===== config.mk =====
export PLATFORM = sky130hd
export DESIGN_NAME = count_sequencer
export DESIGN_NICKNAME = d
export VERILOG_FILES = /design/src/rtl/count_sequencer_pkg.sv /design/src/rtl/count_sequencer_dp.sv /design/src/rtl/count_sequencer.sv
export SDC_FILE = /design/constraint.sdc
export NUM_CORES = 1
export LEC_CHECK = 0
export ABC_AREA = 1
export BUFFER_PORTS_ARGS = -buffer_cell sky130_fd_sc_hd__buf_4
export CAP_MARGIN = 40
export CORE_ASPECT_RATIO = 1.2
export CORE_MARGIN = 1.5
export CORE_UTILIZATION = 40
export CTS_CLUSTER_DIAMETER = 30
export CTS_CLUSTER_SIZE = 28
export DETAILED_ROUTE_END_ITERATION = 10
export GPL_TIMING_DRIVEN = 0
export PLACE_DENSITY = 0.64
export SLEW_MARGIN = 20
export SYNTH_ARGS = -nofsm -noshare
export SYNTH_HDL_FRONTEND = slang
export SYNTH_HIERARCHICAL = 1
export SYNTH_SLANG_ARGS = --single-unit

===== constraint.sdc =====
create_clock -name clk -period 1.8 [get_ports clk]
set_input_delay 0.18 -clock clk [delete_from_list [all_inputs] [get_ports clk]]
set_output_delay 0.18 -clock clk [all_outputs]
set_load 0.01 [all_outputs]

===== src/rtl/count_sequencer_pkg.sv =====
// Shared types and constants for the count sequencer and its counter datapath.
package count_sequencer_pkg;

  localparam int WIDTH_DEF = 4;
  localparam int REP_W_DEF = 8;

  localparam logic DIR_UP   = 1'b1;
  localparam logic DIR_DOWN = 1'b0;

  typedef enum logic [1:0] {
    IDLE = 2'd0,
    LOAD = 2'd1,
    RUN  = 2'd2,
    DONE = 2'd3
  } state_t;

endpackage


===== src/rtl/count_sequencer_dp.sv =====
// Loadable wrap-around up/down counter; load wins over enable.
module updown_counter_dp
  import count_sequencer_pkg::*;
#(
  parameter int WIDTH = WIDTH_DEF
) (
  input  logic             clk,
  input  logic             rst_n,
  input  logic             load,
  input  logic [WIDTH-1:0] load_val,
  input  logic             en,
  input  logic             dir,
  output logic [WIDTH-1:0] cnt
);

  localparam logic [WIDTH-1:0] ONE = WIDTH'(1);

  // Counter register: natural modulo-2^WIDTH arithmetic gives the wrap both ways.
  always_ff @(posedge clk or negedge rst_n) begin
    if (!rst_n) begin
      cnt <= '0;
    end else if (load) begin
      cnt <= load_val;
    end else if (en) begin
      cnt <= (dir == DIR_UP) ? cnt + ONE : cnt - ONE;
    end
  end

endmodule


===== src/rtl/count_sequencer.sv =====
// Job controller: accepts a count job, drives the counter datapath, reports
// terminal counts, repeats periods and signals completion or cancellation.
module count_sequencer
  import count_sequencer_pkg::*;
#(
  parameter int WIDTH = WIDTH_DEF,
  parameter int REP_W = REP_W_DEF
) (
  input  logic             clk,
  input  logic             rst_n,
  input  logic             cfg_valid,
  output logic             cfg_ready,
  input  logic [WIDTH-1:0] cfg_start,
  input  logic [WIDTH-1:0] cfg_end,
  input  logic             cfg_dir,
  input  logic [REP_W-1:0] cfg_reps,
  input  logic             step_en,
  input  logic             abort,
  output logic [WIDTH-1:0] cnt_out,
  output logic             busy,
  output logic             tick,
  output logic             done,
  output logic             aborted
);

  localparam logic [REP_W-1:0] REP_ONE = REP_W'(1);

  state_t           state;
  state_t           state_next;
  logic [WIDTH-1:0] start_q;
  logic [WIDTH-1:0] end_q;
  logic             dir_q;
  logic [REP_W-1:0] rem;
  logic             at_end;
  logic             accept;
  logic             cnt_load;
  logic             cnt_en;
  logic             reload;

  assign at_end = (cnt_out == end_q);
  assign accept = (state == IDLE) && cfg_valid;

  // State register.
  always_ff @(posedge clk or negedge rst_n) begin
    if (!rst_n) begin
      state <= IDLE;
    end else begin
      state <= state_next;
    end
  end

  // Next-state logic; abort from any active state returns straight to IDLE.
  always_comb begin
    state_next = state;
    case (state)
      IDLE:    if (cfg_valid) state_next = LOAD;
      LOAD:    state_next = abort ? IDLE : RUN;
      RUN: begin
        if (abort)                       state_next = IDLE;
        else if (at_end && (rem == '0))  state_next = DONE;
      end
      DONE:    state_next = IDLE;
      default: state_next = IDLE;
    endcase
  end

  // Output and datapath control decode; abort masks tick, reload and done.
  always_comb begin
    cnt_load  = 1'b0;
    cnt_en    = 1'b0;
    reload    = 1'b0;
    tick      = 1'b0;
    done      = 1'b0;
    aborted   = 1'b0;
    busy      = (state != IDLE);
    cfg_ready = (state == IDLE);
    case (state)
      LOAD: begin
        if (abort) aborted  = 1'b1;
        else       cnt_load = 1'b1;
      end
      RUN: begin
        if (abort) begin
          aborted = 1'b1;
        end else if (at_end) begin
          tick     = 1'b1;
          reload   = (rem != '0);
          cnt_load = (rem != '0);
        end else begin
          cnt_en = step_en;
        end
      end
      DONE: begin
        if (abort) aborted = 1'b1;
        else       done    = 1'b1;
      end
      default: ;
    endcase
  end

  // Remaining-period counter: loaded on handshake, decremented on each reload.
  always_ff @(posedge clk or negedge rst_n) begin
    if (!rst_n) begin
      rem <= '0;
    end else if (accept) begin
      rem <= cfg_reps;
    end else if (reload) begin
      rem <= rem - REP_ONE;
    end
  end

  // Job parameters captured only on handshake; later cfg changes are ignored.
  always_ff @(posedge clk) begin
    if (accept) begin
      start_q <= cfg_start;
      end_q   <= cfg_end;
      dir_q   <= cfg_dir;
    end
  end

  updown_counter_dp #(
    .WIDTH(WIDTH)
  ) u_dp (
    .clk      (clk),
    .rst_n    (rst_n),
    .load     (cnt_load),
    .load_val (start_q),
    .en       (cnt_en),
    .dir      (dir_q),
    .cnt      (cnt_out)
  );

endmodule


Yosys cells after proc, flatten, opt, wreduce, memory -nomap -nowiden. Index checks and enable logic that the tools add are counted.

Bits in registers: 23. Word-level logic and storage cells: 49. Input port bits: 22.

Equality and inequality tests: 6. Reduce and logical (&&, ||, !) cells: 10. Muxes and demuxes: 24. Add/sub/neg operators: 3.

Operators with widths (count): $mux 8 (2); $mux 1 (13); $mux 4 (3); $logic_not 8->1 (1); $mux 2 (4); $pmux 2 s4 (1); $reduce_bool 8->1 (1); $sub 8x1->8 const B (1); $reduce_bool 2->1 (3); $add 4x1->4 const B (1); $eq 2x2->1 const B (2); $eq 4x4->1 (1); $sub 4x1->4 const B (1); $ne 3x3->1 const B (1); $reduce_or 3->1 (1); $eq 2x1->1 const B (1); $logic_and 1x1->1 (2); $logic_not 2->1 (1); $ne 2x2->1 const B (1); $pmux 1 s2 (1); $reduce_and 2->1 (1).

Logic depth before layout (Yosys ltp). Gate-level depths: netlist (run 1).

Depth after elaboration: 6. Depth in mapped cells: 11. Depth with buffers taken out: 11.

Modules after synthesis. The synthesis (run 1) kept the hierarchy.

Modules (own cells, without submodules): count_sequencer (area an instance 1189.9 µm², cells each 159, instances 1, sequential area each 520.5 µm²); updown_counter_dp (area an instance 291.5 µm², cells each 37, instances 1, sequential area each 100.1 µm²).

Least setup slack after synthesis (run 1). No wires, ideal clock.

Path type: flip-flop to flip-flop. Start: register state[0]. End: register u_dp.cnt[2]. Slack: -0.056 ns. Stages on the path, launching flop included: 10. Setup time: 0.127 ns. Data required time: 1.673 ns. Arrival time: 1.730 ns. Cell sequence: dfrtp_1 -> inv_1 -> ha_1 -> inv_1 -> nor2_1 -> nand4_4 -> a21boi_1 -> nor2_2 -> a22oi_1 -> o21ai_1.

Cells in the longest elaborated chain, start to end: 3. Elaborated cells between the ends (all ways): 6. Those cells by class: eq/ne (2); mux (3); reduce/logical (1).

Ends and longest elaborated chain: start, declared (RTL line count_sequencer.sv:28) `state_t state;`; start signal, assigned (RTL line count_sequencer.sv:48) `state <= state_next;`; $eq 2x2->1 / $eq 2x1->1 (equally long branches) (RTL line count_sequencer.sv:77) `case (state)`; $pmux 1 s2 (*) (RTL line count_sequencer.sv:77); via cnt_load (RTL line count_sequencer.sv:36) `logic cnt_load;`; $mux 4 / $reduce_bool 2->1 (equally long branches); end signal, assigned (RTL line count_sequencer_dp.sv:23) `cnt <= load_val;`; end signal, assigned (RTL line count_sequencer_dp.sv:25) `cnt <= (dir == DIR_UP) ? cnt + ONE : cnt - ONE;`; end, declared (RTL line count_sequencer_dp.sv:13) `output logic [WIDTH-1:0] cnt`.

Mark *: on every way through the listed nets, which the timed path passes. The rest lies on a longest branch. A chain may end at the register's enable or synchronous reset.

Worst setup path after layout (run 1).
Start: register rem[0]. End: register u_dp.cnt[2].

Cells in the longest elaborated chain, start to end: 5. Elaborated cells between the ends (all ways): 6. Those cells by class: mux (4); reduce/logical (2).

Ends and longest elaborated chain: start, declared (RTL line count_sequencer.sv:33) `logic [REP_W-1:0] rem;`; start signal, assigned (RTL line count_sequencer.sv:106) `rem <= cfg_reps;`; start signal, assigned (RTL line count_sequencer.sv:108) `rem <= rem - REP_ONE;`; $reduce_bool 8->1 (*) (RTL line count_sequencer.sv:88) `cnt_load = (rem != '0);`; $mux 1 (*) (RTL line count_sequencer.sv:85) `end else if (at_end) begin`; $mux 1 (*) (RTL line count_sequencer.sv:83) `if (abort) begin`; $pmux 1 s2 (*) (RTL line count_sequencer.sv:77); via cnt_load (RTL line count_sequencer.sv:36); $mux 4 / $reduce_bool 2->1 (equally long branches).

Marked as above.

==> results of run 1 <==
[layer usage]
metal  GRT usage, %  up-vias  share of wire [%]
li1               -      688                  -
met4           6.20        0                1.4
met5              0        -                  0
met1           19.9      586                 43
met2           29.2       18                 52
met3           1.87        4                2.9
[where the power goes]
part	switching (µW)	internal [µW]
Clock	166	154
Combinational	899	656
Sequential	179	745
[registers in the layout (all words and copies together), names as in the netlist]
register and flops:
u_dp/cnt 4, end_q 4, dir_q 1, start_q 4
state 2, rem 8
[stage by stage]
| step | hold WS (ps) | std cells |
|---|---|---|
| 6_report | 89.1 | 273 |
| 5_1_grt | 72.9 | 273 |
| 4_1_cts | 79.8 | 273 |
| 3_5_place_dp | 50.8 | 265 |
| 3_3_place_gp | 51.2 | 265 |
| 2_1_floorplan | -116 | 196 |
[path summary, 6_finish.rpt]
check / from / end / slack (ps) / cells after the start
worst max-delay path: rem[0] / u_dp/cnt[2] / 150 / 10
worst max register to register: rem[0] / u_dp/cnt[2] / 150 / 10
min in group asynchronous: rst_n / rem[3] / 300 / 2
max in group asynchronous: rst_n / u_dp/cnt[2] / 1330 / 2
worst min register to register: start_q[0] / u_dp/cnt[0] / 480 / 2
worst min-delay path: cfg_end[1] / end_q[1] / 90 / 1
[cell type report]
class	count	area, µm²	area share, %
plain buffers	2	12.5	0.672
repair buffers	34	258	13.8
well taps	39	48.8	2.62
flip-flops and latches	23	621	33.3
clock inverters	1	5.00	0.269
clock buffers	3	41.3	2.22
inverters	30	113	6.04
multi-input cells	141	764	41.0
[cell families (layout without fill, tap and decap cells)]
family          count (synthesis)  count (layout)  synth area share (%)
simple gates                  119             119                  36.4
buf+inv                        32              70                  8.45
flops                          23              23                  41.9
compound gates                 13              13                  5.40
fa+ha+maj                       8               8                  7.26
xor+xnor                        1               1                 0.591
[cell usage after synthesis (all sizes together)]
| library cell | count | area (µm²) |
|---|---|---|
| dfrtp | 14 | 350 |
| o21ai | 7 | 35.0 |
| a21boi | 1 | 7.51 |
| buf | 2 | 12.5 |
| nand4 | 1 | 21.3 |
| ha | 7 | 87.6 |
| nand2 | 75 | 299 |
| xnor2 | 1 | 8.76 |
| nand3 | 22 | 110 |
| edfxtp | 9 | 270 |
| fa | 1 | 20.0 |
| inv | 30 | 113 |
| or2 | 2 | 12.5 |
| a22oi | 2 | 15.0 |
| a21oi | 2 | 10.0 |
| nor2 | 19 | 96.3 |
| o211ai | 1 | 12.5 |
[worst reg2reg max path, cell delays in order (launching register included)]
cell,delay [ps]
dfrtp_1,400
inv_1,80
ha_2,190
nand2_1,90
nor2_4,120
nand2_2,80
nand4_4,110
a21boi_4,80
buf_4,140
a22oi_1,170
o21ai_1,80
[repair_timing]
item,CTS,global route
hold endpoints to repair,14,0
setup endpoints to repair,5,5
gates resized for setup,2,4
hold buffers,1,0
pin swaps,2,2
setup buffers,3,0
==> impl_metrics.json, run 1 <==
{
  "outcome": "completed",
  "rsz0062_at_grt": "no",
  "drt-wirelength-per-cell_um": 10.9,
  "finalCritPeriodShare_pct": 91.4,
  "die_area_um2": 4080,
  "core_um2": 3600,
  "drt_iter0_drc": 28,
  "path_delay_family": "flip-flops",
  "rows": 24,
  "worstMarginPinSlew_ps": 252,
  "leakagePower_uw": 0.000962,
  "design_area_um2": 1860,
  "n_antenna_cell": 0,
  "route.vias.total": 1296,
  "grt_pass1_wl_mm": 5.28,
  "num_io_pins": 31,
  "synth.cell_area_um2": 1480,
  "antenna_found_initial": 0,
  "total_power_uw": 2800,
  "cp-end-kind": "flip-flop",
  "synth_cell_types": 24,
  "cts_root_buf": "clkbuf_8",
  "first_pass_iters": 4,
  "groute.usage.overall_pct": 16.5,
  "nets": 265,
  "slowest_delay_ps": 400,
  "setup_viol": 0,
  "critical_path.cell_chain": "inv_1 -> ha_2 -> nand2_1 -> nor2_4 -> nand2_2 -> nand4_4 -> a21boi_4 -> buf_4 -> a22oi_1 -> o21ai_1",
  "slew_violations": 0,
  "cp-start-kind": "flip-flop",
  "synthCells": 196,
  "ys_warn_count": 6,
  "nFillCells": 389,
  "dpl.hpwl_mm": 2.28,
  "die_h_um": 69.7,
  "clock_path_buffers": 2,
  "min_path_type": "primary input to flip-flop",
  "die_w_um": 58.6,
  "final_cell_mix": "70 x nand2_1, 34 x buf_4, 22 x nand3_1",
  "syn_area_per_cell_um2": 7.56,
  "cts_made_buffers": 3,
  "drv_cap": 0,
  "final_common_cell": "nand2_1",
  "drive_gt1_share_pct": 27.8,
  "worst-endpoint-arrival_ps": 1790,
  "areaGrowthSynthToFinish_pct": 25.8,
  "cp_slowest_cell": "dfrtp_1",
  "syn_nets": 226,
  "grt_overflow": 0,
  "setup-tns-final_ps": 0,
  "p_per_area_nw_per_um2": 1500,
  "dp_slack_ps": -231,
  "drc": 0,
  "grt_max_degree": 19,
  "worstPathRequired_ps": 1950,
  "crit_type": "flip-flop to flip-flop",
  "relSlewSlack_pct": 83.2,
  "clock_sinks": 23,
  "routed_wl_mm": 2.97,
  "placedInstanceArea_um2": 1760,
  "port_buffers": 30,
  "grt_pass1_vias": 1273,
  "worst_slack_ps": 155,
  "drtAntennaViolNets": 0,
  "fin_skew_ps": 2.74,
  "vias_per_cell": 4.75,
  "clkTransAtPathRegs_ps": 80,
  "ir_worst_vdd_v": 0.000612,
  "cts_tree": "done",
  "yosysSeqAreaShare_pct": 41.9,
  "fmax_mhz": 608,
  "h-tree-depth": 1,
  "hold_viol": 0,
  "gp_congestion": 0.846,
  "clkLatencyLatePin_ps": 260,
  "path_max_fanout": 5,
  "ys_seq_elements": 23,
  "path_buf_inv": 2,
  "start_util_pct": 41.1,
  "final_core_util_pct": 51.7,
  "period_needed_ps": 1650
}
No activity file was read; power rests on OpenSTA's default activity.
==> inputs of run 2 (changes only) <==
==> constraint.sdc (replaced) <==
create_clock -name clk -period 1.8 [get_ports clk]
set_input_delay 0.36 -clock clk [delete_from_list [all_inputs] [get_ports clk]]
set_output_delay 0.36 -clock clk [all_outputs]
set_load 0.01 [all_outputs]
==> run 2 against run 1 <==
  * Final cell count is 2.9% higher
  * Hold slack better by 180 ps
  * Fmax is 3.9% lower
  * Sequential power is 2.4% lower
  * Register-to-register slack hardly changed
  * Total power is 5.4% higher
  * First-iteration DRC count is 11% lower
  * Sequential share of layout area is 1.0 points lower
  * Die area stayed put
  * Non-clock buffer count is 8 higher
  * Critical path type is now flip-flop to output port
  * Highest routed layer unchanged
==> impl_metrics.json, run 2 (synthesis results as in run 1) <==
{
  "die_area_um2": 4080,
  "drt-wirelength-per-cell_um": 11.0,
  "path_max_fanout": 3,
  "drc": 0,
  "clockPowerShare_pct": 10.9,
  "p_per_area_nw_per_um2": 1520,
  "switching_share_pct": 43.6,
  "dp_slack_ps": -231,
  "worstMarginPinSlew_ps": 224,
  "clock_path_buffers": 2,
  "die_h_um": 69.7,
  "worst-endpoint-arrival_ps": 1350,
  "n_antenna_cell": 0,
  "cts_root_buf": "clkbuf_8",
  "rows": 24,
  "fin_skew_ps": 3.07,
  "clock_sinks": 23,
  "cts_tree": "done",
  "h-tree-depth": 1,
  "dpl.hpwl_mm": 2.28,
  "drv_cap": 0,
  "ir_worst_vdd_v": 0.000631,
  "drtAntennaViolNets": 0,
  "die_w_um": 58.6,
  "leakagePower_uw": 0.000995,
  "rsz0062_at_grt": "yes",
  "gp_congestion": 0.846,
  "worst_slack_ps": 88.4,
  "crit_type": "flip-flop to output port",
  "grt_pass1_vias": 1276,
  "grt_pass1_wl_mm": 5.34,
  "groute.usage.overall_pct": 16.7,
  "routed_wl_mm": 3.10,
  "hold_viol": 0,
  "outcome": "completed",
  "grt_max_degree": 19,
  "largest_register": "rem",
  "fmax_mhz": 584,
  "grt_overflow": 0,
  "route.vias.total": 1334,
  "finalCritPeriodShare_pct": 95.1,
  "period_needed_ps": 1710,
  "switching_power_uw": 1290,
  "worstPathRequired_ps": 1440,
  "antenna_found_initial": 0,
  "power_frac_seq_pct": 30.6,
  "clkLatencyLatePin_ps": 260,
  "clkTransAtPathRegs_ps": 80,
  "nFillCells": 383,
  "vias_per_cell": 4.75,
  "combPwrFrac_pct": 58.6,
  "start_util_pct": 41.1,
  "total_power_uw": 2950,
  "cp-start-kind": "flip-flop",
  "num_io_pins": 31,
  "core_um2": 3600,
  "min_path_type": "primary input to flip-flop",
  "setup-tns-final_ps": 0,
  "port_buffers": 30,
  "final_cell_mix": "68 x nand2_1, 42 x buf_4, 22 x nand3_1",
  "drive_gt1_share_pct": 33.9,
  "drt_iter0_drc": 25,
  "first_pass_iters": 4,
  "p_int_uw": 1660,
  "cts_made_buffers": 3,
  "areaGrowthSynthToFinish_pct": 30.6,
  "slew_violations": 0,
  "nets": 273,
  "setup_viol": 0,
  "relSlewSlack_pct": 85.1,
  "final_common_cell": "nand2_1",
  "cp-end-kind": "output port",
  "largest_reg_flops": 8
}
==> run 2: changes by cell type in the layout (fill, tap and decap cells not counted), sizes merged <==
cell and change:
buf +8
==> run 2: final timing paths <==
check	slack (ps)	from	cells after the start	to
max	90	state[0]	7	tick
min	270	cfg_end[1]	1	end_q[1]
max reg2reg	160	state[0]	11	u_dp/cnt[0]
min reg2reg	480	start_q[0]	2	u_dp/cnt[0]
max in group asynchronous	1130	rst_n	2	u_dp/cnt[2]
min in group asynchronous	480	rst_n	2	rem[3]
==> run 2: worst max-delay path, cell delays in order (launching register included) <==
cell,delay (ps)
dfrtp_1,400
inv_2,70
ha_1,150
inv_2,40
nor2_4,150
inv_2,60
nor2_2,100
buf_4,120
==> run 2: timing repair <==
item,4_1_cts,5_1_grt
gates cloned,0,0
hold buffers,1,0
pin swaps,2,3
setup endpoints to repair,5,6
buffers inserted,2,9
hold endpoints to repair,14,0
resized for setup,4,11
==> run 2: metrics by stage <==
step	util [%]	area [µm²]	cells	hold slack (ps)
floorplan	-	1490	196	64.4
global route	53.7	1930	281	253
detailed placement	48.8	1760	265	231
CTS	51.2	1850	272	260
global placement	48.8	1760	265	231
finish	53.7	1930	281	269
==> run 2: power groups by stage <==
stage	clock (µW)	combinational (µW)	sequential (µW)
finish	320	1730	902
floorplan	0	1110	919
global route	359	1990	929
global placement	0	1470	934
detailed placement	0	1500	939
CTS	336	1570	923
==> run 2: area by class of cell <==
| type | instances | area (µm²) | share of cell area (%) |
|---|---|---|---|
| buffer | 2 | 12.5 | 0.647 |
| clock buffer | 3 | 41.3 | 2.13 |
| clock inverter | 1 | 5.00 | 0.259 |
| inverter | 30 | 113 | 5.82 |
| multi-input combinational | 141 | 772 | 39.9 |
| sequential | 23 | 624 | 32.3 |
| tap | 39 | 48.8 | 2.52 |
| timing repair buffer | 42 | 318 | 16.4 |
==> run 2: layer usage <==
metal  global-route usage, %  share of wire, %  vias to the layer above
met1                    20.1                43                      601
met5                       0                 0                        -
li1                        -                 -                      704
met4                    6.20               1.3                        0
met2                    29.7                52                       25
met3                    1.87               3.6                        4
